### src/rtl/mem_arb_pkg.sv
// Shared types for the single-port RAM arbiter: FSM states, access owner, read-latency bound.
package mem_arb_pkg;

  typedef enum logic [1:0] {
    IDLE,
    ACCESS,
    WAIT,
    RESP
  } arb_state_t;

  typedef enum logic {
    OWN_IF,
    OWN_D
  } owner_t;

  localparam int RD_LAT_MAX = 4;

endpackage

### src/rtl/mem_port_arbiter_pick.sv
// Combinational winner select between fetch and data requesters (0 cycles, no state).
// MEM_ARB_RR_EN selects round-robin on ties; otherwise data always beats fetch.
module arb_pick
  import mem_arb_pkg::*;
(
  input  logic   if_req,
  input  logic   d_req,
  input  owner_t last_owner,
  output owner_t winner
);

`ifdef MEM_ARB_RR_EN
  always_comb begin
    winner = OWN_D;
    if (if_req && d_req) begin
      // On a tie, whoever did not win last time goes first.
      winner = (last_owner == OWN_D) ? OWN_IF : OWN_D;
    end else if (if_req) begin
      winner = OWN_IF;
    end
  end
`else
  logic unused_last_owner;
  assign unused_last_owner = (last_owner == OWN_D);

  always_comb begin
    winner = d_req ? OWN_D : OWN_IF;
  end
`endif

endmodule

### src/rtl/mem_port_arbiter.sv
// Grants one fetch/data access at a time to a sync-read RAM; store ack 1 cycle, read data RD_LAT+1 after grant.
// Requests are held until gnt (issued only in IDLE); MEM_ARB_RR_EN enables round-robin tie-break in arb_pick.
module mem_port_arbiter
  import mem_arb_pkg::*;
#(
  parameter int ADDR_W = 11,
  parameter int DATA_W = 32,
  parameter int RD_LAT = 1
) (
  input  logic              clk,
  input  logic              rst_n,
  input  logic              if_req,
  input  logic [ADDR_W-1:0] if_addr,
  output logic              if_gnt,
  output logic              if_rvalid,
  output logic [DATA_W-1:0] if_rdata,
  input  logic              d_req,
  input  logic              d_we,
  input  logic [ADDR_W-1:0] d_addr,
  input  logic [DATA_W-1:0] d_wdata,
  output logic              d_gnt,
  output logic              d_rvalid,
  output logic [DATA_W-1:0] d_rdata,
  output logic [ADDR_W-1:0] ram_addr,
  output logic [DATA_W-1:0] ram_wdata,
  output logic              ram_w_en,
  input  logic [DATA_W-1:0] ram_rdata,
  output logic              busy
);

  localparam int CNT_W     = $clog2(RD_LAT_MAX);
  localparam int WAIT_INIT = (RD_LAT > 1) ? RD_LAT - 2 : 0;

  arb_state_t        state_q, state_d;
  logic [CNT_W-1:0]  cnt_q, cnt_d;
  owner_t            owner_q;
  owner_t            winner;
  logic              we_q;
  logic              grant;
  logic [DATA_W-1:0] if_rdata_q, d_rdata_q;

  // owner_q doubles as the round-robin history: it changes exactly at each grant.
  arb_pick u_pick (
    .if_req     (if_req),
    .d_req      (d_req),
    .last_owner (owner_q),
    .winner     (winner)
  );

  always_ff @(posedge clk or negedge rst_n) begin
    if (!rst_n) begin
      state_q <= IDLE;
      cnt_q   <= '0;
    end else begin
      state_q <= state_d;
      cnt_q   <= cnt_d;
    end
  end

  always_comb begin
    state_d   = state_q;
    cnt_d     = cnt_q;
    grant     = 1'b0;
    ram_w_en  = 1'b0;
    if_rvalid = 1'b0;
    d_rvalid  = 1'b0;
    case (state_q)
      IDLE: begin
        if (if_req || d_req) begin
          grant   = 1'b1;
          state_d = ACCESS;
        end
      end
      ACCESS: begin
        ram_w_en = we_q;
        if (we_q) begin
          // Stores only come from the data side; acknowledge as the write happens.
          d_rvalid = 1'b1;
          state_d  = IDLE;
        end else if (RD_LAT == 1) begin
          state_d = RESP;
        end else begin
          state_d = WAIT;
          cnt_d   = CNT_W'(WAIT_INIT);
        end
      end
      WAIT: begin
        if (cnt_q == '0) begin
          state_d = RESP;
        end else begin
          cnt_d = cnt_q - CNT_W'(1);
        end
      end
      RESP: begin
        if_rvalid = (owner_q == OWN_IF);
        d_rvalid  = (owner_q == OWN_D);
        state_d   = IDLE;
      end
      default: state_d = IDLE;
    endcase
  end

  always_ff @(posedge clk or negedge rst_n) begin
    if (!rst_n) begin
      ram_addr   <= '0;
      ram_wdata  <= '0;
      we_q       <= 1'b0;
      owner_q    <= OWN_D;
      if_rdata_q <= '0;
      d_rdata_q  <= '0;
    end else begin
      if (grant) begin
        owner_q <= winner;
        if (winner == OWN_D) begin
          ram_addr  <= d_addr;
          ram_wdata <= d_wdata;
          we_q      <= d_we;
        end else begin
          ram_addr <= if_addr;
          we_q     <= 1'b0;
        end
      end
      if (state_q == RESP) begin
        if (owner_q == OWN_IF) begin
          if_rdata_q <= ram_rdata;
        end else begin
          d_rdata_q <= ram_rdata;
        end
      end
    end
  end

  assign if_gnt   = rst_n && grant && (winner == OWN_IF);
  assign d_gnt    = rst_n && grant && (winner == OWN_D);
  assign busy     = (state_q != IDLE);
  assign if_rdata = (state_q == RESP && owner_q == OWN_IF) ? ram_rdata : if_rdata_q;
  assign d_rdata  = (state_q == RESP && owner_q == OWN_D) ? ram_rdata : d_rdata_q;

endmodule

### config.mk
export PLATFORM = sky130hd
export DESIGN_NAME = mem_port_arbiter
export DESIGN_NICKNAME = d
export VERILOG_FILES = /design/src/rtl/mem_arb_pkg.sv /design/src/rtl/mem_port_arbiter_pick.sv /design/src/rtl/mem_port_arbiter.sv
export SDC_FILE = /design/constraint.sdc
export NUM_CORES = 1
export LEC_CHECK = 0
export BUFFER_PORTS_ARGS = -buffer_cell sky130_fd_sc_hd__buf_2
export CORE_MARGIN = 2
export CORE_UTILIZATION = 53
export CTS_BUF_LIST = sky130_fd_sc_hd__clkbuf_2
export CTS_CLUSTER_DIAMETER = 40
export CTS_CLUSTER_SIZE = 20
export DETAILED_ROUTE_END_ITERATION = 10
export GPL_TIMING_DRIVEN = 0
export PLACE_DENSITY = 0.95
export SLEW_MARGIN = 20
export SYNTH_ARGS = -nofsm -noshare
export SYNTH_HDL_FRONTEND = slang
export SYNTH_SLANG_ARGS = --single-unit
### constraint.sdc
create_clock -name clk -period 3.5 [get_ports clk]
set_clock_uncertainty 0.1 [all_clocks]
set_input_delay 0.175 -clock clk [delete_from_list [all_inputs] [get_ports clk]]
set_output_delay 0.175 -clock clk [all_outputs]
set_load 0.005 [all_outputs]
Yosys cells after proc, flatten, opt, wreduce, memory -nomap -nowiden
Index checks and enable logic that the tools add are counted.
{ "word_totals": {"wordCells": 46, "ff_bits": 113, "in_bits": 91} }
{ "classes": {"n_reduce_logical": 14, "eq_ne": 5, "add_sub_neg": 1, "muxes": 15, "bitwise_logic": 3} }
{ "ops": {"columns": ["operator", "n"], "rows": [
  ["32-bit 2-to-1 mux", 2],
  ["11-bit 2-to-1 mux", 1],
  ["2-bit AND reduction", 5],
  ["2-bit one-hot mux with 4 select lines", 1],
  ["1-bit 2-to-1 mux", 7],
  ["2-bit 2-to-1 mux", 3],
  ["1-bit logical AND", 5],
  ["2-bit equality test, second input constant", 2],
  ["2-bit zero test", 2],
  ["2-bit inequality test, second input constant", 2],
  ["1-bit NOT", 3],
  ["2-bit by 1-bit equality test with 1-bit output, second input constant", 1],
  ["1-bit one-hot mux with 2 select lines", 1],
  ["2-bit nonzero test", 1],
  ["2-bit by 1-bit subtractor with 2-bit output, second input constant", 1],
  ["1-bit logical OR", 1]
]} }

Logic depth before layout (Yosys ltp)
Gate-level depths: netlist of run 1.
{ "logic_depth": {"word_depth": 5, "depth_mapped": 5} }

Hierarchy
From an unflattened synthesis of run 1, not the netlist that was laid out.
{ "hier_totals": {"hier_cells": 309, "area_unflattened_um2": 4957.3} }
{ "by_module_without_submodules": {"columns": ["module", "n_inst", "cells_per_inst", "area_per_inst_um2"], "rows": [
  ["mem_port_arbiter", 1, 308, 4949.7],
  ["arb_pick", 1, 1, 7.5]
]} }

Worst setup path before layout of run 1
No wires, ideal clock.
{ "synth_path": {"path_kind": "register to register", "start": "reg state_q[1]", "end": "reg ram_wdata[10]", "setup_slack_ns": 1.852, "synth_period_minus_slack_ns": 1.648, "setup_ns": 0.125, "path_stages_with_launch": 6, "path_buffers": 2, "arrival_ns": 1.423, "path_cell_list": "dfrtp_1 > buf_6 > or2_4 > nor2_4 > buf_4 > mux2_2"} }
{ "synth_via": {"elab_chain_cells": 3} }
{ "synth_lines": {"columns": ["element", "line", "text"], "rows": [
  ["start: declaration", "mem_port_arbiter.sv:34", "arb_state_t state_q, state_d;"],
  ["start signal: assignment", "mem_port_arbiter.sv:55", "state_q <= state_d;"],
  ["2-bit zero test", "mem_port_arbiter.sv:67", "case (state_q)"],
  ["1-bit 2-to-1 mux", "mem_port_arbiter.sv:67", null],
  ["2-bit AND reduction (no source line)", null, null],
  ["end signal: assignment", "mem_port_arbiter.sv:116", "ram_wdata <= d_wdata;"],
  ["end: declaration", "mem_port_arbiter.sv:25", "output logic [DATA_W-1:0] ram_wdata,"]
]} }
Every way passes these cells.
A chain may end at the register's enable or synchronous reset.

Worst setup path after layout of run 1
{ "layout_path": {"start": "reg state_q[0]", "end": "out if_gnt"} }
{ "layout_via": {"elab_chain_cells": 4} }
{ "layout_lines": {"columns": ["element", "line", "text"], "rows": [
  ["2-bit zero test", "mem_port_arbiter.sv:67", null],
  ["1-bit 2-to-1 mux", "mem_port_arbiter.sv:67", null],
  ["1-bit logical AND (2 in a row)", "mem_port_arbiter.sv:133", "assign if_gnt = rst_n && grant && (winner == OWN_IF);"],
  ["end: declaration", "mem_port_arbiter.sv:14", "output logic if_gnt,"]
]} }
Every way passes these cells.

==> results.tsv, run 1 <==
stage	metric	value	unit
setup_path	CP max FO	10	
clock_network	total clock sinks	113	
setup_path	FF-to-FF End	ram_addr[4]	
routing	Remaining DRCs	0	
floorplan	Die Ht	99.3	um
synthesis	yosys warns	0	
sta	Slew @ Worst Pin	0.433	ns
layout	Finished Layout Cells	758	
placement	Placed Area	5990	sq um
placement	IO Port Bufs	203	
layout	Post-layout nets	728	
clock_network	CTS root buf	clkbuf_2	
setup_path	Crit Path Category	flip-flop to output pin	
setup_path	RR Startpoint	state_q[0]	
synthesis	Synth Register Bits	113	
setup_path	critical path cell sequence	buf_2, or2_4, o21bai_4, dlygate4sd3_1, buf_6, nor3b_1, buf_2	
global_route	first-pass GRT wire length	23.5	mm
setup_path	worst reg2reg setup slack	0.54	ns
clock_network	H-tree level count	4	
setup_path	FF-to-FF path depth	7	
clock_network	CTS max path bufs	2	
routing	routed length per instance	20.0	um
floorplan	Core Footprint	8760	sq um
global_route	initial antenna violation count	1	
clock_network	worst-skew pair later-pin latency	0.67	ns
status	status	completed	
sta	Final Hold Viols	0	
synthesis	Syn Area/Cell	15.8	sq um
layout	fillers	432	
placement	placed cells	616	
floorplan	Die Area	9850	sq um
clock_network	Post-CTS Repair Setup Buffers	0	
sta	Tmin final	3.19	ns
synthesis	sequential fraction of the synthesis area	0.588	
clock_network	clock-pin slew on the worst setup and hold paths	0.21	ns
routing	routed vias	4053	
synthesis	Area contributors post-synth	dfrtp_1, mux2_2, mux2_4	
routing	Initial DRC Count	110	
placement	DP Wirelength	8.30	mm
routing	vias per cell	5.35	
sta	RSZ-0062 raised after global routing	no	
worst_hold_path	hold path startpoint	d_req	
synthesis	Mapped Cells	304	
setup_path	CP required	3.22	ns
power	peak supply drop	0.524	mV
power	Tot Pwr	6270	uW
worst_hold_path	min-delay worst type	primary input to flip-flop	
layout	commonest non-fill, non-tap cells in the layout	buf_2, mux2_2, dfrtp_1	
power	PD cells	849	nW/um^2
power	Leakage	0.00355	uW
floorplan	starting density of the core	0.549	
floorplan	IO Pins	204	
routing	TritonRoute pass-1 iters	4	
sta	fin. max-slew vios	0	
sta	Period Utilization, post-route	0.910	
global_route	largest net degree at the start of global routing	59	
routing	Routed Antenna Nets	0	
sta	TNS Setup	0	ns
layout	share of cells above drive strength 1	0.624	
synthesis	count of cell types in the netlist	25	
global_route	gr ovfl total	0	
sta	Worst slew margin	0.711	
setup_path	Largest stage delay, worst path	0.62	ns
setup_path	Setup crit end	if_gnt	
floorplan	Die X	99.3	um
global_route	vias in the first global route	4436	
setup_path	CP most frequent cell	buf_2	
setup_path	Crit. End Element	output pin	
synthesis	Synth top area share	0.583	
clock_network	CTS tree	yes	
synthesis	Mapped Area	4810	sq um
layout	commonest non-fill, non-tap cell in the layout	buf_2	
global_route	All-Layer GR Usage	0.318	
sta	final setup fails	0	
setup_path	CP Launch Type	flip-flop	
layout	post-route cell area	7380	sq um
synthesis	cell taking the most area after synthesis	dfrtp_1	
placement	gpl congestion	0.800	
sta	Max Fclk	314	MHz
floorplan	row cnt	34	
setup_path	Worst Setup SP	state_q[0]	
layout	Area Growth Syn to Fin	53.6	%
job	maxcap violations	0	
setup_path	slowest stage cell, crit path	dlygate4sd3_1	
synthesis	syn_nets	396	
setup_path	Arr. time, crit path	2.91	ns
routing	Detailed Route WL	15.2	mm
clock_network	CTS Buf Count	17	
## worst max-delay path, delay by kind of cell, from the launching register on
family / cells / cell delay (ns)
AND/OR/NAND/NOR: 2 / 0.49
buffers and inverters: 4 / 1.11
AO/OA/AOI/OAI: 1 / 0.22
flip-flops: 1 / 0.42
## Yosys cell counts, drive strengths merged
cell type and n:
a21o 1, a21oi 1, a22o 1, a31o 1, and2 1, and3 1, buf 16, dfrtp 112
dfstp 1, ha 1, inv 6, mux2 149, nand3 3, nand3b 2, nor2 2, nor3b 2
o21ai 1, o21bai 1, or2 1, xnor2 1
## cells by family after synthesis
logic type	count (synthesis)	share of synthesized area
AO/OA/AOI/OAI	6	0.0112
XOR/XNOR	1	0.00182
adder cells (fa/ha/maj)	1	0.00260
buffers and inverters	22	0.0255
flip-flops	113	0.588
multiplexers	149	0.354
AND/OR/NAND/NOR	12	0.0169
## cell type report
cell class | instances | area, sq um | area share
antenna | 1 | 2.50 | 0.000339
buffer | 16 | 100 | 0.0136
clock buffer | 19 | 95.1 | 0.0129
clock inverter | 13 | 185 | 0.0251
inverter | 6 | 22.5 | 0.00305
multi-input combinational | 169 | 1860 | 0.251
sequential | 113 | 2830 | 0.383
tap | 108 | 135 | 0.0183
timing repair buffer | 313 | 2160 | 0.292
## worst min path at each step
stage | endpoint | slack (ns) | cells past startpoint
floorplan | cnt_q[0] | -0.22 | 0
global placement | ram_wdata[0] | 0.29 | 2
detailed placement | ram_addr[3] | 0.07 | 1
CTS | owner_q | 0.03 | 5
global route | owner_q | 0.08 | 5
finish | owner_q | 0.10 | 5
## power by group
| part | internal [uW] | switching (uW) |
|---|---|---|
| clock network | 476 | 541 |
| logic | 1740 | 1210 |
| registers | 1970 | 334 |
| total | 4180 | 2090 |
## timing repair
item	CTS	global route
hold buffers	109	0
resized for setup	0	0
hold endpoints to repair	222	0
## per-layer routing
layer / up-vias / global-route usage / wire (um)
li1: 1754 / - / -
met1: 2042 / 0.315 / 5080
met2: 202 / 0.615 / 8730
met3: 55 / 0.0780 / 773
met4: 0 / 0.149 / 576
met5: - / 0 / 0
## metrics by stage
step                worst slack (ns)  hold WS [ns]  utilization
finish                         0.313         0.104        0.843
global route                   0.137        0.0830        0.843
CTS                            0.409        0.0332        0.842
detailed placement              1.51        0.0709        0.684
global placement               0.798         0.295        0.680
floorplan                       1.85        -0.221            -
## sequential cells by signal (all words and copies together), names as in the netlist
| signal | count |
|---|---|
| state_q | 2 |
| if_rdata_q | 32 |
| cnt_q | 2 |
| ram_wdata | 32 |
| we_q | 1 |
| d_rdata_q | 32 |
| ram_addr | 11 |
| owner_q | 1 |
No activity file was read; power rests on OpenSTA's default activity.
==> run 2: changes to the inputs <==
--- a/config.mk
+++ b/config.mk
@@ -6,14 +6,16 @@
 export NUM_CORES = 1
 export LEC_CHECK = 0
 export BUFFER_PORTS_ARGS = -buffer_cell sky130_fd_sc_hd__buf_2
+export CELL_PAD_IN_SITES_DETAIL_PLACEMENT = 1
+export CELL_PAD_IN_SITES_GLOBAL_PLACEMENT = 1
 export CORE_MARGIN = 2
-export CORE_UTILIZATION = 53
+export CORE_UTILIZATION = 39
 export CTS_BUF_LIST = sky130_fd_sc_hd__clkbuf_2
 export CTS_CLUSTER_DIAMETER = 40
 export CTS_CLUSTER_SIZE = 20
 export DETAILED_ROUTE_END_ITERATION = 10
 export GPL_TIMING_DRIVEN = 0
-export PLACE_DENSITY = 0.95
+export PLACE_DENSITY = 0.9
 export SLEW_MARGIN = 20
 export SYNTH_ARGS = -nofsm -noshare
 export SYNTH_HDL_FRONTEND = slang
==> constraint.sdc (replaced) <==
create_clock -name clk -period 3.1 [get_ports clk]
set_clock_uncertainty 0.1 [all_clocks]
set_input_delay 0.155 -clock clk [delete_from_list [all_inputs] [get_ports clk]]
set_output_delay 0.155 -clock clk [all_outputs]
set_load 0.005 [all_outputs]
==> run 2 against run 1 <==
Against the previous run: count of clock-buffer cells in the layout is 1 lower; critical endpoint is now d_rdata[22]; largest power group unchanged; worst setup slack better by 0.13 ns; sequential cell count stayed put; non-clock buffer count is 1 higher; wire length is 0.90% lower; sequential share of layout area hardly changed; cell count is 5.3% higher; highest routed layer unchanged.
==> results.tsv, run 2 (synthesis gave the netlist of run 1 again) <==
stage	metric	value	unit	change
routing	Initial DRC Count	110		unchanged
power	Leakage	0.00354	uW	was 0.00355 uW
setup_path	RR Startpoint	state_q[0]		unchanged
routing	vias per cell	4.81		was 5.35
worst_hold_path	Hold Crit Depth	3		was 5
routing	routed vias	3839		was 4,053
floorplan	Die X	115	um	was 99.3 um
sta	fin. max-slew vios	0		unchanged
global_route	largest net degree at the start of global routing	84		was 59
setup_path	Crit Path Category	flip-flop to output pin		unchanged
sta	TNS Setup	0	ns	unchanged
routing	TritonRoute pass-1 iters	4		unchanged
global_route	All-Layer GR Usage	0.235		was 0.318
setup_path	Crit. End Element	output pin		unchanged
sta	Worst slew margin	0.714		was 0.711
global_route	vias in the first global route	4483		was 4,436
power	Tot Pwr	6850	uW	was 6270 uW
floorplan	Die Ht	115	um	was 99.3 um
floorplan	Core Footprint	12000	sq um	was 8760 sq um
setup_path	worst reg2reg setup slack	0.79	ns	was 0.54 ns
global_route	gr ovfl total	0		unchanged
sta	Max Fclk	377	MHz	
clock_network	CTS max path bufs	2		unchanged
status	status	completed		unchanged
global_route	first-pass GRT wire length	23.5	mm	about the same
setup_path	CP required	2.84	ns	was 3.22 ns
power	PD cells	926	nW/um^2	was 849 nW/um^2
sta	Worst Hold Slack	0.172	ns	was 0.104 ns
layout	Regs by FF count	d_rdata_q (32), if_rdata_q (32), ram_wdata (32)		unchanged
setup_path	FF-to-FF path depth	6		was 7
floorplan	starting density of the core	0.400		was 0.549
sta	Final Hold Viols	0		unchanged
placement	dpl ws	1.15	ns	was 1.51 ns
power	peak supply drop	0.529	mV	was 0.524 mV
layout	Post-layout nets	729		was 728
sta	Tmin final	2.66	ns	
floorplan	Die Area	13200	sq um	was 9850 sq um
floorplan	row cnt	40		was 34
floorplan	IO Pins	204		unchanged
worst_hold_path	min-delay worst type	primary input to flip-flop		unchanged
clock_network	worst-skew pair later-pin latency	0.64	ns	was 0.67 ns
routing	Routed Antenna Nets	0		unchanged
setup_path	CP Launch Type	flip-flop		unchanged
sta	final setup fails	0		unchanged
layout	Area Growth Syn to Fin	53.8	%	was 53.6%
sta	Period Utilization, post-route	0.857		
clock_network	CTS tree	yes		unchanged
sta	RSZ-0062 raised after global routing	no		unchanged
routing	Detailed Route WL	15.0	mm	was 15.2 mm
clock_network	total clock sinks	113		unchanged
routing	routed length per instance	18.8	um	was 20.0 um
placement	DP Wirelength	8.88	mm	was 8.30 mm
clock_network	clock-pin slew on the worst setup and hold paths	0.18	ns	was 0.21 ns
clock_network	CTS Buf Count	17		unchanged
layout	commonest non-fill, non-tap cell in the layout	buf_2		unchanged
setup_path	FF-to-FF End	ram_addr[9]		was ram_addr[4]
worst_hold_path	hold path startpoint	d_wdata[19]		was d_req
global_route	initial antenna violation count	1		unchanged
sta	Slew @ Worst Pin	0.429	ns	was 0.433 ns
placement	gpl congestion	0.717		was 0.800
routing	Remaining DRCs	0		unchanged
clock_network	Post-CTS Repair Setup Buffers	0		unchanged
layout	commonest non-fill, non-tap cells in the layout	buf_2, mux2_2, dfrtp_1		unchanged
setup_path	CP max FO	10		unchanged
placement	IO Port Bufs	203		unchanged
setup_path	Arr. time, crit path	2.40	ns	was 2.91 ns
worst_hold_path	Hold EP	ram_wdata[19]		was owner_q
job	maxcap violations	0		unchanged
sta	fin worst setup slack	0.444	ns	was 0.313 ns
layout	share of cells above drive strength 1	0.619		was 0.624
clock_network	CTS root buf	clkbuf_2		unchanged
clock_network	H-tree level count	4		unchanged
run 2: timing repair:
| item | CTS | global route |
|---|---|---|
| endpoints found under the hold margin | 223 | 0 |
| hold buffers | 110 | 0 |
| resized for setup | 0 | 0 |
run 2: through the flow:
step / cell area (sq um) / utilization / instances
after floorplan: 4810 / - / 304
after global placement: 6010 / 0.500 / 654
after detailed placement: 6040 / 0.503 / 655
after CTS: 7390 / 0.615 / 796
after global routing: 7390 / 0.615 / 797
final: 7390 / 0.616 / 798
run 2: layer usage:
metal | up-vias | routed length [um] | track usage
met4 | 0 | 455 | 0.109
met1 | 1920 | 5420 | 0.250
li1 | 1757 | - | -
met3 | 32 | 618 | 0.0511
met5 | - | 0 | 0
met2 | 130 | 8530 | 0.442
run 2: how the worst max path moves through the flow:
stage                          start             to
after floorplan           state_q[1]  ram_wdata[10]
after global placement         rst_n         if_gnt
after detailed placement  state_q[0]    d_rdata[22]
after CTS                 state_q[0]     d_rdata[2]
after global routing      state_q[0]    d_rdata[22]
final                     state_q[0]    d_rdata[22]
run 2: layout make-up:
type | instances | area, sq um
inverters | 6 | 22.5
fillers | 1246 | 4620
clock buffers | 18 | 90.1
clock inverters | 13 | 145
diodes | 2 | 5.00
multi-input cells | 169 | 1860
repair buffers | 314 | 2160
well taps | 147 | 184
plain buffers | 16 | 100
flip-flops and latches | 113 | 2830
run 2: worst max-delay path, cell delays in order, from the launching register on:
cell and delay, ns:
dfrtp_1 0.41, buf_2 0.17, nand3_1 0.30, buf_2 0.35, mux2_2 0.38, buf_2 0.15
run 2: report_power, final:
part	internal, uW	switching, uW
Sequential	2220	340
Combinational	1960	1340
Clock	435	554
